==> config.mk <==
export PLATFORM = sky130hd
export DESIGN_NAME = life_cursor_ctrl
export DESIGN_NICKNAME = d
export VERILOG_FILES = /design/src/rtl/life_pkg.sv /design/src/rtl/life_key_repeat.sv /design/src/rtl/life_cursor_ctrl.sv
export SDC_FILE = /design/constraint.sdc
export NUM_CORES = 1
export LEC_CHECK = 0
export CORE_UTILIZATION = 63
export CTS_CLUSTER_DIAMETER = 40
export DETAILED_ROUTE_END_ITERATION = 8
export GPL_ROUTABILITY_DRIVEN = 1
export PLACE_DENSITY = 0.93
export SYNTH_ARGS = -nofsm -noshare
export SYNTH_HDL_FRONTEND = slang
export SYNTH_SLANG_ARGS = --single-unit
==> constraint.sdc <==
create_clock -name clk -period 5.8 [get_ports clk]
set_clock_uncertainty 0.1 [all_clocks]
set_input_delay 1.16 -clock clk [delete_from_list [all_inputs] [get_ports clk]]
set_output_delay 1.16 -clock clk [all_outputs]
set_load 0.03 [all_outputs]
==> src/rtl/life_pkg.sv <==
// Shared types for the Game of Life cursor/edit controller.
// Edit modes, direction bit indices and key-repeat states.
package life_pkg;

    typedef enum logic [1:0] {
        MODE_MOVE   = 2'b00,
        MODE_PAINT  = 2'b01,
        MODE_ERASE  = 2'b10,
        MODE_TOGGLE = 2'b11
    } edit_mode_e;

    localparam int DIR_XM = 3;
    localparam int DIR_YP = 2;
    localparam int DIR_YM = 1;
    localparam int DIR_XP = 0;

    typedef enum logic [1:0] {
        IDLE   = 2'b00,
        DELAY  = 2'b01,
        REPEAT = 2'b10
    } repeat_state_e;

endpackage

==> src/rtl/life_key_repeat.sv <==
// Hold-to-repeat for one direction button.
// Emits a one-cycle step on press, after a delay, then at a fixed rate.
module life_key_repeat
    import life_pkg::*;
#(
    parameter int REPEAT_DELAY = 16,
    parameter int REPEAT_RATE  = 4
) (
    input  logic clk,
    input  logic reset,
    input  logic clr,
    input  logic key,
    output logic step
);

    localparam int MAXC = (REPEAT_DELAY > REPEAT_RATE) ?
                          REPEAT_DELAY : REPEAT_RATE;
    localparam int CW = $clog2(MAXC);
    localparam logic [CW-1:0] DLY_END = CW'(REPEAT_DELAY - 1);
    localparam logic [CW-1:0] RPT_END = CW'(REPEAT_RATE - 1);

    repeat_state_e state_q;
    repeat_state_e state_d;
    logic [CW-1:0] cnt_q;
    logic [CW-1:0] cnt_d;
    logic          step_d;

    // next state, counter and step decode
    always_comb begin
        state_d = state_q;
        cnt_d   = cnt_q;
        step_d  = 1'b0;
        if (clr) begin
            state_d = IDLE;
            cnt_d   = '0;
        end else begin
            unique case (state_q)
                IDLE: begin
                    if (key) begin
                        step_d  = 1'b1;
                        state_d = DELAY;
                        cnt_d   = '0;
                    end
                end
                DELAY: begin
                    if (!key) begin
                        state_d = IDLE;
                        cnt_d   = '0;
                    end else if (cnt_q == DLY_END) begin
                        step_d  = 1'b1;
                        state_d = REPEAT;
                        cnt_d   = '0;
                    end else begin
                        cnt_d = cnt_q + 1'b1;
                    end
                end
                REPEAT: begin
                    if (!key) begin
                        state_d = IDLE;
                        cnt_d   = '0;
                    end else if (cnt_q == RPT_END) begin
                        step_d = 1'b1;
                        cnt_d  = '0;
                    end else begin
                        cnt_d = cnt_q + 1'b1;
                    end
                end
                default: begin
                    state_d = IDLE;
                    cnt_d   = '0;
                end
            endcase
        end
    end

    // state, counter and registered step
    always_ff @(posedge clk or negedge reset) begin
        if (!reset) begin
            state_q <= IDLE;
            cnt_q   <= '0;
            step    <= 1'b0;
        end else begin
            state_q <= state_d;
            cnt_q   <= cnt_d;
            step    <= step_d;
        end
    end

endmodule

==> src/rtl/life_cursor_ctrl.sv <==
// Cursor and cell-edit controller for the Game of Life board.
// Turns repeated button steps into moves, edits and a blinking cursor.
module life_cursor_ctrl
    import life_pkg::*;
#(
    parameter int WIDTH        = 8,
    parameter int HEIGHT       = 8,
    parameter int WRAP         = 1,
    parameter int REPEAT_DELAY = 16,
    parameter int REPEAT_RATE  = 4,
    parameter int BLINK_PERIOD = 8,
    localparam int XW = ($clog2(WIDTH) > 1) ? $clog2(WIDTH) : 1,
    localparam int YW = ($clog2(HEIGHT) > 1) ? $clog2(HEIGHT) : 1
) (
    input  logic          clk,
    input  logic          reset,
    input  logic          enable,
    input  logic [3:0]    dir,
    input  logic [1:0]    mode,
    input  logic          action,
    input  logic          cell_rd,
    output logic [XW-1:0] cur_x,
    output logic [YW-1:0] cur_y,
    output logic          cursor_vis,
    output logic          cell_we,
    output logic [XW-1:0] cell_x,
    output logic [YW-1:0] cell_y,
    output logic          cell_wdata
);

    localparam int BW = (BLINK_PERIOD > 2) ? $clog2(BLINK_PERIOD) : 1;
    localparam logic [BW-1:0] BLINK_END =
        BW'((BLINK_PERIOD > 0) ? BLINK_PERIOD - 1 : 0);
    localparam logic [XW-1:0] X_MAX = XW'(WIDTH - 1);
    localparam logic [YW-1:0] Y_MAX = YW'(HEIGHT - 1);
    localparam logic [XW-1:0] X_MID = XW'(WIDTH / 2);
    localparam logic [YW-1:0] Y_MID = YW'(HEIGHT / 2);

    logic [3:0]    step;
    logic          clr;
    edit_mode_e    md;
    logic [XW-1:0] nx;
    logic [YW-1:0] ny;
    logic          moved;
    logic          act_q;
    logic          act_edge;
    logic          en_q;
    logic          we_d;
    logic [XW-1:0] wx_d;
    logic [YW-1:0] wy_d;
    logic          wd_d;
    logic [BW-1:0] bcnt_q;
    logic [BW-1:0] bcnt_d;
    logic          vis_d;

    assign clr      = ~enable;
    assign md       = edit_mode_e'(mode);
    assign act_edge = action & ~act_q;

    for (genvar g = 0; g < 4; g++) begin : g_key
        life_key_repeat #(
            .REPEAT_DELAY(REPEAT_DELAY),
            .REPEAT_RATE (REPEAT_RATE)
        ) u_key (
            .clk  (clk),
            .reset(reset),
            .clr  (clr),
            .key  (dir[g]),
            .step (step[g])
        );
    end

    // destination cell; a blocked clamp move counts as no move
    always_comb begin
        nx    = cur_x;
        ny    = cur_y;
        moved = 1'b0;
        if (enable && $onehot(step)) begin
            moved = 1'b1;
            unique case (1'b1)
                step[DIR_XM]: begin
                    if (cur_x != '0)      nx = cur_x - 1'b1;
                    else if (WRAP != 0)   nx = X_MAX;
                    else                  moved = 1'b0;
                end
                step[DIR_XP]: begin
                    if (cur_x != X_MAX)   nx = cur_x + 1'b1;
                    else if (WRAP != 0)   nx = '0;
                    else                  moved = 1'b0;
                end
                step[DIR_YM]: begin
                    if (cur_y != '0)      ny = cur_y - 1'b1;
                    else if (WRAP != 0)   ny = Y_MAX;
                    else                  moved = 1'b0;
                end
                step[DIR_YP]: begin
                    if (cur_y != Y_MAX)   ny = cur_y + 1'b1;
                    else if (WRAP != 0)   ny = '0;
                    else                  moved = 1'b0;
                end
                default: moved = 1'b0;
            endcase
        end
    end

    // write request: a move wins over an action edge
    always_comb begin
        we_d = 1'b0;
        wx_d = cell_x;
        wy_d = cell_y;
        wd_d = cell_wdata;
        if (moved) begin
            if (md == MODE_PAINT || md == MODE_ERASE) begin
                we_d = 1'b1;
                wx_d = nx;
                wy_d = ny;
                wd_d = (md == MODE_PAINT);
            end
        end else if (enable && act_edge && md != MODE_MOVE) begin
            we_d = 1'b1;
            wx_d = cur_x;
            wy_d = cur_y;
            unique case (md)
                MODE_PAINT:  wd_d = 1'b1;
                MODE_ERASE:  wd_d = 1'b0;
                MODE_TOGGLE: wd_d = ~cell_rd;
                default:     wd_d = cell_wdata;
            endcase
        end
    end

    // cursor blink: restart solid on enable rise or move
    always_comb begin
        vis_d  = cursor_vis;
        bcnt_d = bcnt_q;
        if (!enable) begin
            vis_d  = 1'b0;
            bcnt_d = '0;
        end else if (BLINK_PERIOD == 0) begin
            vis_d  = 1'b1;
            bcnt_d = '0;
        end else if (!en_q || moved) begin
            vis_d  = 1'b1;
            bcnt_d = '0;
        end else if (bcnt_q == BLINK_END) begin
            vis_d  = ~cursor_vis;
            bcnt_d = '0;
        end else begin
            bcnt_d = bcnt_q + 1'b1;
        end
    end

    // cursor, write port, blink and history registers
    always_ff @(posedge clk or negedge reset) begin
        if (!reset) begin
            cur_x      <= X_MID;
            cur_y      <= Y_MID;
            cursor_vis <= 1'b0;
            cell_we    <= 1'b0;
            cell_x     <= '0;
            cell_y     <= '0;
            cell_wdata <= 1'b0;
            bcnt_q     <= '0;
            act_q      <= 1'b0;
            en_q       <= 1'b0;
        end else begin
            cur_x      <= nx;
            cur_y      <= ny;
            cursor_vis <= vis_d;
            cell_we    <= we_d;
            cell_x     <= wx_d;
            cell_y     <= wy_d;
            cell_wdata <= wd_d;
            bcnt_q     <= bcnt_d;
            act_q      <= action;
            en_q       <= enable;
        end
    end

endmodule

# == Word-level counts from Yosys, hierarchy flattened ==
# Cells that the tools add are included.
# op_classes
multipliers,0
magnitude_cmp,0
bitwise_logic,4
n_shift,0
div,0
muxes,109
reduce_logical,22
n_addsub,12
eq_ne,37
# op_table
op,n
two-way mux 4 bit,24
one-hot mux 4 bit (3 select lines),4
two-way mux 3 bit,15
two-way mux 2 bit,20
two-way mux 1 bit,35
"!= test 3 bit, second input constant",10
one-hot mux 2 bit (3 select lines),4
"adder 4 x 1 -> 4 bit, second input constant",4
"== test 4 x 2 -> 1 bit, second input constant",4
"== test 4 bit, second input constant",4
"!= test 4 x 3 -> 1 bit, second input constant",4
one-hot mux 1 bit (3 select lines),5
AND reduction 3 bit,5
"== test 2 bit, second input constant",6
one-hot mux 3 bit (2 select lines),2
"== test 2 x 1 -> 1 bit, second input constant",5
"adder 3 x 1 -> 3 bit, second input constant",3
logical NOT 2 bit,4
nonzero test 3 bit,2
"subtractor 3 x 1 -> 3 bit, second input constant",2
adder 1 x 1 -> 2 bit,2
nonzero test 2 bit,2
nonzero test 4 bit,1
OR reduction 4 bit,1
11 further kinds,16
# totals
register_bits,48
elab_cells,206
rom_bits,0
ram_bits,0
n_memories,0
inputBits,11
latch_bits,0

# == Depth between registers and ports, before layout ==
# depth
depth_word,8
depth_mapped,11
depth_no_buf,9

# == By module ==
# A second synthesis with hierarchy kept.
# unflattened
hier_cells,322
hier_area_um2,3289.4
# modules_own_cells
mod,seq_area_each_um2,cells_each,instances,area_per_inst_um2
life_cursor_ctrl,503.0,126,1,1360.1
life_key_repeat (g_key[0].u_key ...),175.2,50,2,486.7
life_key_repeat (g_key[2].u_key ...),175.2,48,2,478.0

# == Worst setup path before layout ==
# No wires, ideal clock.
# synth_path
path_kind,register -> register
start,register g_key[3].u_key.step
end,register cell_x[2]
setup_slack_ns,2.935
path_buffers,1
stages_incl_launch_ff,11
required_ns,5.575
period_less_slack_ns,2.865
arrival_time_ns,2.640
path_cell_list,dfrtp_1 inv_1 fa_1 inv_1 ha_1 ha_1 and4bb_2 a2111oi_4 or2_1 buf_6 mux2_4
# synth_via
elab_chain_cells,7
# synth_rtl
item,line_no,rtl
from (decl),life_key_repeat.sv:13,output logic step
from (signal assigned),life_key_repeat.sv:85,step <= step_d;
adder 1 x 1 -> 2 bit (implied by the code),life_cursor_ctrl.sv:78,if (enable && $onehot(step)) begin
adder 2 x 2 -> 3 bit (implied by the code),life_cursor_ctrl.sv:78,
== test 3 x 1 -> 1 bit,life_cursor_ctrl.sv:78,
logical AND 1 bit,life_cursor_ctrl.sv:78,
two-way mux 1 bit or two-way mux 3 bit (tied branches),life_cursor_ctrl.sv:78,
"!= test 2 x 1 -> 1 bit (no source line), or another cell as far along",-,
AND reduction 2 bit (no source line) or two-way mux 3 bit (tied branches),-,
to (signal assigned),life_cursor_ctrl.sv:171,cell_x <= wx_d;
to (decl),life_cursor_ctrl.sv:26,"output logic [XW-1:0] cell_x,"
# Several ways; a longest one is shown, not always the timed one. The select of a mux whose other input is x is not followed.
# A chain may end at the register's enable or synchronous reset.

# == Worst setup path after layout ==
# layout_path
start,input enable
end,register cell_y[2]
# layout_via
elab_chain_cells,4
# layout_rtl
item,line_no,rtl
from (decl),life_cursor_ctrl.sv:17,"input logic enable,"
"logical AND 1 bit, on equally long branches","life_cursor_ctrl.sv:78, life_cursor_ctrl.sv:119",
"two-way mux 1 bit, or another cell as far along",life_cursor_ctrl.sv:78,
"!= test 2 x 1 -> 1 bit (no source line), or another cell as far along",-,
AND reduction 2 bit (no source line) or two-way mux 3 bit (tied branches),-,
to (signal assigned),life_cursor_ctrl.sv:172,cell_y <= wy_d;
to (decl),life_cursor_ctrl.sv:27,"output logic [YW-1:0] cell_y,"
# Several ways; a longest one is shown, not always the timed one. The select of a mux whose other input is x is not followed.

==> load_flow_metrics.sql <==
INSERT INTO impl_metrics (metric_group, metric, value, unit) VALUES
('setup_path', 'critical_path.endpoint_type', 'register', ''),
('global_routing', 'grt_first_pass_wirelength', '11500', 'um'),
('synth', 'synth_seq_area_share', '38.0', '%'),
('clock_tree', 'htree_num_levels', '2', ''),
('setup_path', 'critical_path.reg2reg.endpoint', 'cell_y[2]$_DFFE_PN0P_', ''),
('sta', 'final_setup_violation_count', '0', ''),
('setup_path', 'critical_path_arrival', '3.74', 'ns'),
('placed_design', 'place_worst_setup_slack', '1.89', 'ns'),
('floorplanning', 'floorplan.initialDensity', '66.2', '%'),
('power', 'net_sw_share', '36.1', '%'),
('floorplanning', 'core-area', '4790', 'um^2'),
('global_routing', 'antenna_found_initial', '0', ''),
('run_status', 'outcome', 'complete, no violations', ''),
('flow_run', 'cap_viol_max_count', '0', ''),
('floorplanning', 'placementRows', '25', ''),
('clock_tree', 'numClockSinks', '48', ''),
('setup_path', 'path_depth_of_the_worst_reg2reg_path', '9', ''),
('detailed_routing', 'routed_met1_length', '2970', 'um'),
('detailed_routing', 'drt_drc_violations_left', '0', ''),
('final_layout', 'final_layout_size_suffix_gt1_share', '6.34', '%'),
('sta', 'max_slew_headroom_at_the_worst_pin', '30.6', '%'),
('synth', 'synth_top_cells_by_area', 'sky130_fd_sc_hd__dfrtp_1 36%, sky130_fd_sc_hd__ha_1 15%, sky130_fd_sc_hd__o21ai_0 3.6%', ''),
('power', 'power_density', '354', 'nW/um^2'),
('synth', 'dominantRegCellSynth', 'sky130_fd_sc_hd__dfrtp_1', ''),
('final_layout', 'final_cells', '430', ''),
('final_layout', 'fillers', '330', ''),
('synth', 'synth_cells', '338', ''),
('floorplanning', 'die-area', '5320', 'um^2'),
('clock_tree', 'clock_tree.root_cell', 'sky130_fd_sc_hd__clkbuf_8', ''),
('synth', 'ys_warn_count', '0', ''),
('clock_tree', 'tritoncts', 'yes', ''),
('detailed_routing', 'finalWirelength', '6940', 'um'),
('sta', 'fin_ws', '2.16', 'ns'),
('power', 'combinationalPowerShare', '38.2', '%'),
('final_layout', 'antenna-diode-count', '0', ''),
('final_layout', 'area_growth_syn_to_layout', '13.9', '%'),
('floorplanning', 'dieWidth', '72.9', 'um'),
('detailed_routing', 'dr_wl_met2', '3560', 'um'),
('setup_path', 'setup.worst_path.class', 'primary input to register', ''),
('placed_design', 'placed_cell_count', '422', ''),
('global_routing', 'pin_count_of_the_biggest_net_entering_global_routing', '49', ''),
('clock_tree', 'cts_buf_count', '5', ''),
('sta', 'timing.final.crit_share', '62.8', '%'),
('power', 'power_switching', '0.462', 'mW'),
('final_layout', 'finalNetCount', '412', ''),
('sta', 'tightest_slew', '1.04', 'ns'),
('clock_tree', 'cts_hold_fix_bufs', '0', ''),
('synth', 'synth.lib_cells_used.distinct', '56', ''),
('synth', 'yosys.cell_count.top_type', 'sky130_fd_sc_hd__dfrtp_1', ''),
('detailed_routing', 'highest_layer', 'met4', ''),
('setup_path', 'startpoint_type', 'primary input', ''),
('global_routing', 'global_route.overflow_total', '0', ''),
('clock_tree', 'cts.repair_timing.setup_buffer_count', '0', ''),
('detailed_routing', 'drt_first_pass_iters', '5', ''),
('power', 'cellLeakagePower', '1.64', 'nW'),
('detailed_routing', 'wl_per_cell', '16.1', 'um'),
('power', 'vdd.ir_drop.worst', '0.231', 'mV'),
('sta', 'number_of_max_slew_violations_in_the_final_report', '0', ''),
('power', 'power.clock.fraction', '25.9', '%'),
('synth', 'synth-edff-count', '0', ''),
('detailed_routing', 'ant_nets', '0', ''),
('setup_path', 'cp.required', '5.89', 'ns'),
('placed_design', 'port_buffers', '25', ''),
('detailed_routing', 'detail_route.vias_per_cell', '6.24', ''),
('power', 'design_power_total', '1.28', 'mW'),
('synth', 'ys_top_cells_by_count', '46 x sky130_fd_sc_hd__dfrtp_1, 38 x sky130_fd_sc_hd__ha_1, 30 x sky130_fd_sc_hd__nand2_1', ''),
('power', 'pwr-share-seq', '35.9', '%'),
('sta', 'final.min_clock_period', '3.64', 'ns'),
('min_path', 'hp_class', 'register to register', ''),
('sta', 'rsz0062_at_grt', 'no', ''),
('clock_tree', 'cts_resized', '0', '');
worst min-delay path by stage:
stage	end	cells after the start	slack [ns]
2_1_floorplan	bcnt_q[0]$_DFF_PN0_	1	0.31
3_3_place_gp	bcnt_q[0]$_DFF_PN0_	1	0.33
3_5_place_dp	bcnt_q[0]$_DFF_PN0_	1	0.34
4_1_cts	bcnt_q[0]$_DFF_PN0_	1	0.35
5_1_grt	bcnt_q[0]$_DFF_PN0_	1	0.36
6_report	bcnt_q[0]$_DFF_PN0_	1	0.35
cell type report:
cell class              instances  area, um^2  area share (%)
clock inverters                 3        90.1            2.49
well taps                      67        83.8            2.32
multi-input cells             254        1820            50.3
clock buffers                   5        68.8            1.91
flip-flops and latches         48        1200            33.3
inverters                      28         105            2.91
repair buffers                 25         245            6.79
worst max-delay path: stages:
cell and delay (ns):
sky130_fd_sc_hd__clkdlybuf4s50_1 0.81, sky130_fd_sc_hd__and4bb_2 0.58, sky130_fd_sc_hd__a2111oi_4 0.47, sky130_fd_sc_hd__or2_1 0.37
sky130_fd_sc_hd__mux2_4 0.33
layer usage:
metal  vias up  GRT usage (%)
met3        14           4.97
met4         0           10.0
met5         -              0
met1      1297           34.5
met2       104           48.1
li1       1269              -
layout by cell type, fill, tap and decap left out, drive strengths merged, types with 6 or more instances in the layout:
cell,count
dfrtp,46
ha,38
nand2,30
inv,28
nor2,24
clkdlybuf4s50,24
o21ai,23
nand3,16
a21oi,13
a31oi,12
nor3,12
nand2b,8
a22o,6
logic make-up after synthesis:
logic type,after synthesis,synth area share (%)
fa+ha+maj,39,15.6
xor+xnor,1,0.276
simple gates,115,18.6
buf+inv,36,4.77
compound gates,93,20.5
flops,48,38.0
mux,6,2.25
flip-flops by register name (all words and copies together), names as in the netlist:
register,cells
cell_we,1
cur_x,3
cursor_vis,1
en_q,1
g_key.u_key.step,4
cur_y,3
g_key.u_key.cnt_q,16
act_q,1
bcnt_q,3
cell_wdata,1
cell_x,3
cell_y,3
g_key.u_key.state_q,8
power by group through the flow:
stage	Combinational, mW	Sequential, mW	Clock [mW]
finish	0.488	0.459	0.332
global route	0.531	0.465	0.347
CTS	0.485	0.458	0.333
detailed placement	0.472	0.463	0
global placement	0.455	0.459	0
floorplan	0.234	0.533	0
Power figures use the tool's default switching activity.
